===== src/rtl/rtc_write_cycle.sv =====
// rtl/rtc_write_cycle.sv - write-cycle sequencer for the external RTC multiplexed AD bus
//
// Latches one register address and one data byte on an accepted start, then
// walks an address phase and a data phase, each made of setup / strobe / hold
// sub-phases, and finishes with a one-clock DONE. Every output is a flop
// loaded from a decode of the next state, so nothing combinational reaches
// the pins.
//
// Ports:
//   clk      rising-edge clock
//   rst_n    asynchronous active-low reset
//   start    one-clock write request, honoured only in IDLE
//   addr_in  RTC register address, captured on accepted start
//   data_in  data byte, captured on accepted start
//   ADw      0 = address phase, 1 = data phase / idle
//   RDw      read strobe, held inactive (1)
//   CSw      chip select, active-low
//   WRw      write strobe, active-low
//   selw     write path owns the bus (accepted start through DONE)
//   bus_out  byte driven onto the AD bus
//   bus_oe   tri-state enable for bus_out
//   done     one-clock pulse at end of cycle
module rtc_write_cycle #(
    parameter int T_SU = 2,
    parameter int T_PW = 4,
    parameter int T_HD = 2
) (
    input  logic       clk,
    input  logic       rst_n,
    input  logic       start,
    input  logic [7:0] addr_in,
    input  logic [7:0] data_in,
    output logic       ADw,
    output logic       RDw,
    output logic       CSw,
    output logic       WRw,
    output logic       selw,
    output logic [7:0] bus_out,
    output logic       bus_oe,
    output logic       done
);

    localparam logic [7:0] SU_LEN = 8'(T_SU);
    localparam logic [7:0] PW_LEN = 8'(T_PW);
    localparam logic [7:0] HD_LEN = 8'(T_HD);

    typedef enum logic [2:0] {
        IDLE,
        A_SU,
        A_PW,
        A_HD,
        D_SU,
        D_PW,
        D_HD,
        DONE
    } state_t;

    state_t     state;
    state_t     nxt;
    logic [7:0] cnt;
    logic [7:0] nxt_cnt;
    logic [7:0] addr_l;
    logic [7:0] data_l;
    logic       accept;

    assign accept = (state == IDLE) && start;

    // Each phase loads its length on entry; the phase ends on the clock
    // where the counter reads 1.
    always_comb begin
        nxt     = state;
        nxt_cnt = cnt;
        if (state == IDLE) begin
            if (start) begin
                nxt     = A_SU;
                nxt_cnt = SU_LEN;
            end
        end else if (cnt > 8'd1) begin
            nxt_cnt = cnt - 8'd1;
        end else begin
            case (state)
                A_SU:    begin nxt = A_PW; nxt_cnt = PW_LEN; end
                A_PW:    begin nxt = A_HD; nxt_cnt = HD_LEN; end
                A_HD:    begin nxt = D_SU; nxt_cnt = SU_LEN; end
                D_SU:    begin nxt = D_PW; nxt_cnt = PW_LEN; end
                D_PW:    begin nxt = D_HD; nxt_cnt = HD_LEN; end
                D_HD:    begin nxt = DONE; nxt_cnt = 8'd1;   end
                default: begin nxt = IDLE; nxt_cnt = 8'd0;   end
            endcase
        end
    end

    always_ff @(posedge clk or negedge rst_n) begin
        if (!rst_n) begin
            state   <= IDLE;
            cnt     <= 8'd0;
            addr_l  <= 8'd0;
            data_l  <= 8'd0;
            ADw     <= 1'b1;
            RDw     <= 1'b1;
            CSw     <= 1'b1;
            WRw     <= 1'b1;
            selw    <= 1'b0;
            bus_out <= 8'd0;
            bus_oe  <= 1'b0;
            done    <= 1'b0;
        end else begin
            state <= nxt;
            cnt   <= nxt_cnt;
            if (accept) begin
                addr_l <= addr_in;
                data_l <= data_in;
            end
            ADw    <= !(nxt inside {A_SU, A_PW, A_HD});
            RDw    <= 1'b1;
            CSw    <= !(nxt inside {A_PW, D_PW});
            WRw    <= !(nxt inside {A_PW, D_PW});
            selw   <= (nxt != IDLE);
            bus_oe <= (nxt != IDLE) && (nxt != DONE);
            done   <= (nxt == DONE);
            // The latch is written on the same edge, so the address comes
            // straight from the input here. Outside these two events the
            // bus holds, keeping it stable for the whole of each phase.
            if (accept) begin
                bus_out <= addr_in;
            end else if (state == A_HD && nxt == D_SU) begin
                bus_out <= data_l;
            end
        end
    end

endmodule


===== config.mk =====
export PLATFORM = sky130hd
export DESIGN_NAME = rtc_write_cycle
export DESIGN_NICKNAME = d
export VERILOG_FILES = /design/src/rtl/rtc_write_cycle.sv
export SDC_FILE = /design/constraint.sdc
export NUM_CORES = 1
export LEC_CHECK = 0
export BUFFER_PORTS_ARGS = -buffer_cell sky130_fd_sc_hd__buf_2
export CORE_UTILIZATION = 54
export CTS_BUF_LIST = sky130_fd_sc_hd__clkbuf_16
export DETAILED_ROUTE_END_ITERATION = 8
export HOLD_SLACK_MARGIN = 0.05
export PLACE_DENSITY = 0.79
export SYNTH_ARGS = -nofsm -noshare
export SYNTH_HDL_FRONTEND = slang
export SYNTH_SLANG_ARGS = --single-unit

===== constraint.sdc =====
create_clock -name clk -period 2.2 [get_ports clk]
set_input_delay 0.44 -clock clk [delete_from_list [all_inputs] [get_ports clk]]
set_output_delay 0.44 -clock clk [all_outputs]
set_load 0.005 [all_outputs]

==> flow_metrics.py <==
metrics = {
    "timing": {
        "maxSlewViolCount": 0,
        "max_slew_margin": 0.5464,
        "worst_slack_ns": 0.1182,
        "final.min_clock_period_ns": 2.082,
        "setup_viol": 0,
        "finalSetupTns_ns": 0,
        "fin_skew_ns": 0.005329,
        "final_hold_viol_count": 0,
        "hold_slack_ns": 0.1967,
        "rsz0062_at_grt": "false",
        "tightest_slew_ns": 0.6805,
        "finalCritPeriodShare": 0.9463,
        "fmax_mhz": 480.4,
    },
    "die": {
        "initial_core_util": 0.5855,
        "io_pins": 34,
        "dieArea_sq_um": 3319,
        "fp.dieW_um": 57.62,
        "coreArea_sq_um": 2853,
        "die_h_um": 57.62,
        "num_rows": 19,
    },
    "placement": {
        "dp_hpwl_um": 2343,
        "placed_area_sq_um": 1853,
        "port_buffers": 32,
        "place.gp.congestion": 0.8504,
        "post-place-ws_ns": 0.1084,
        "dp_cells": 205,
    },
    "run_status": {
        "outcome": "finished with violations",
        "violations": "DRC",
    },
    "clocking": {
        "clk_pin_slew_ns": 0.06,
        "cts_sinks": 32,
        "clock_latency_ns": 0.28,
        "post-cts-setup-buffers": 0,
        "cts_tree": "built",
        "clock-root-buffer": "clkbuf_16",
        "cts_buffers": 5,
        "h-tree-depth": 2,
        "cts_hold_buf": 0,
        "cts_resized": 0,
        "cts_buffer_depth": 2,
    },
    "layout": {
        "final_common_cell": "buf_2",
        "finalNetCount": 204,
        "fin_cells": 215,
        "antennaDiodeCount": 0,
        "drive_gt1_frac": 0.4293,
        "mostFrequentLayoutCells": "32 x buf_2, 30 x dfrtp_1, 16 x mux2_2",
        "utilization": 0.7180,
        "syn2layout_area_growth_pct": 22.62,
        "design_area_sq_um": 2048,
        "fillers": 223,
    },
    "synthesis": {
        "synth_edf_count": 0,
        "synth-seq-cells": 32,
        "synth.distinct_cells": 42,
        "yosys_most_used_dff": "dfrtp_1",
        "synth_fp_nets": 165,
        "async_reset_ff_frac": 1.000,
        "yosysWarnings": 0,
        "syn_inst": 144,
        "synthesis.area_sq_um": 1670,
        "yosysSeqAreaShare": 0.4809,
        "synth_area_per_cell_sq_um": 11.60,
    },
    "critical_path": {
        "end_kind": "flip-flop",
        "regToRegSetupSlack_ns": 0.12,
        "r2r-end": "cnt[1]",
        "cp.arrival_ns": 2.24,
        "cp_max_fo": 11,
        "slowest_stage": "dfrtp_1",
        "cp-start-kind": "flip-flop",
        "reg2regPathDepth": 7,
        "worst-setup-path-type": "reg2reg",
        "slowest_delay_ns": 0.38,
        "path_cells": "inv_1 > ha_1 > or2_1 > and3_1 > buf_4 > a31o_2 > o32a_1",
        "required_ns": 2.36,
        "r2r_start": "cnt[0]",
    },
    "routing": {
        "firstDrtPassIters": 6,
        "drc": 3,
        "num_vias": 1225,
        "final_antenna_net_count": 0,
        "drt-total-wl_um": 3388,
        "drt-vias-per-instance": 5.698,
        "wl_per_cell_um": 15.76,
        "drt-initial-drc-count": 42,
    },
    "hold_path": {
        "holdCritPathClass": "in2async",
    },
    "flow_run": {
        "cap_violations": 0,
    },
    "power": {
        "vdd_drop_max_mv": 0.7461,
        "finalPower_mw": 3.078,
        "power_leakage_nw": 0.9514,
        "power_density_nw_per_um2": 1503,
    },
    "grt": {
        "track_usage": 0.2254,
        "antenna_found_initial": 0,
        "grt_max_degree": 33,
        "gr-total-overflow": 0,
        "grt_pass1_wl_um": 5595,
        "grt_pass1_vias": 1226,
    },
}
[worst max-delay path, delay by kind of cell (launching register included)]
family / cells / cell delay (ns)
compound gates: 2 / 0.51
buf+inv: 2 / 0.29
simple gates: 2 / 0.51
fa+ha+maj: 1 / 0.27
flops: 1 / 0.38
[cell families (layout without fill, tap and decap cells)]
family	count (synthesis)	after routing	share of synthesized area
AO/OA/AOI/OAI	23	23	0.1019
other	1	1	0.002245
flip-flops	32	32	0.4809
AND/OR/NAND/NOR	45	45	0.1453
multiplexers	25	25	0.1858
buffers and inverters	12	52	0.04793
XOR/XNOR	4	4	0.02097
adder cells (fa/ha/maj)	2	2	0.01498
[how the worst max path moves through the flow]
stage                start          to  slack (ns)
CTS                 cnt[0]  bus_out[1]        0.09
floorplan           cnt[0]  bus_out[0]        0.23
global placement    cnt[0]  bus_out[0]        0.18
global route        cnt[0]      cnt[1]        0.04
finish              cnt[0]      cnt[1]        0.12
detailed placement  cnt[0]  bus_out[1]        0.11
[Yosys cell counts, types with 2 or more instances]
master / n / area (sq um)
ha_1: 2 / 25.02
buf_4: 2 / 15.01
o21ai_0: 4 / 20.02
nand2_1: 9 / 33.78
inv_1: 3 / 11.26
a41oi_1: 2 / 17.52
nor2_1: 11 / 41.29
nor2b_1: 3 / 18.77
a31oi_1: 6 / 37.54
dfrtp_1: 30 / 750.7
and2_1: 2 / 12.51
mux2_2: 16 / 180.2
nor3_1: 3 / 15.01
buf_6: 2 / 22.52
xnor2_1: 4 / 35.03
nor4_1: 3 / 18.77
dfstp_2: 2 / 52.55
mux2_4: 8 / 120.1
nand3_1: 6 / 30.03
or4_1: 2 / 15.01
clkbuf_1: 3 / 11.26
[report_power, final]
group	internal (mW)	switching, mW
Sequential	0.871	0.182
Combinational	0.663	0.575
Clock	0.531	0.256
[flip-flops by register name (all words and copies together), names as in the netlist]
signal and cells:
bus_out 8, ADw 1, WRw 1, selw 1
cnt 8, done 1, bus_oe 1, data_l 8
state 3
[metal layers]
layer  track usage  vias up  share of wire
met5             0        -              0
li1              -      601              -
met4       0.08362        0          0.010
met3       0.05580        3          0.039
met1        0.2961      588           0.45
met2        0.3638       33           0.50
[cell type report]
cell class / instances / area [sq um] / area share
inverter: 3 / 11.26 / 0.005498
clock inverter: 3 / 42.54 / 0.02077
sequential: 32 / 803.3 / 0.3922
multi-input combinational: 100 / 787.0 / 0.3842
timing repair buffer: 41 / 240.2 / 0.1173
clock buffer: 5 / 125.1 / 0.06109
tap: 31 / 38.79 / 0.01894
(Power assumes the default switching activity.)
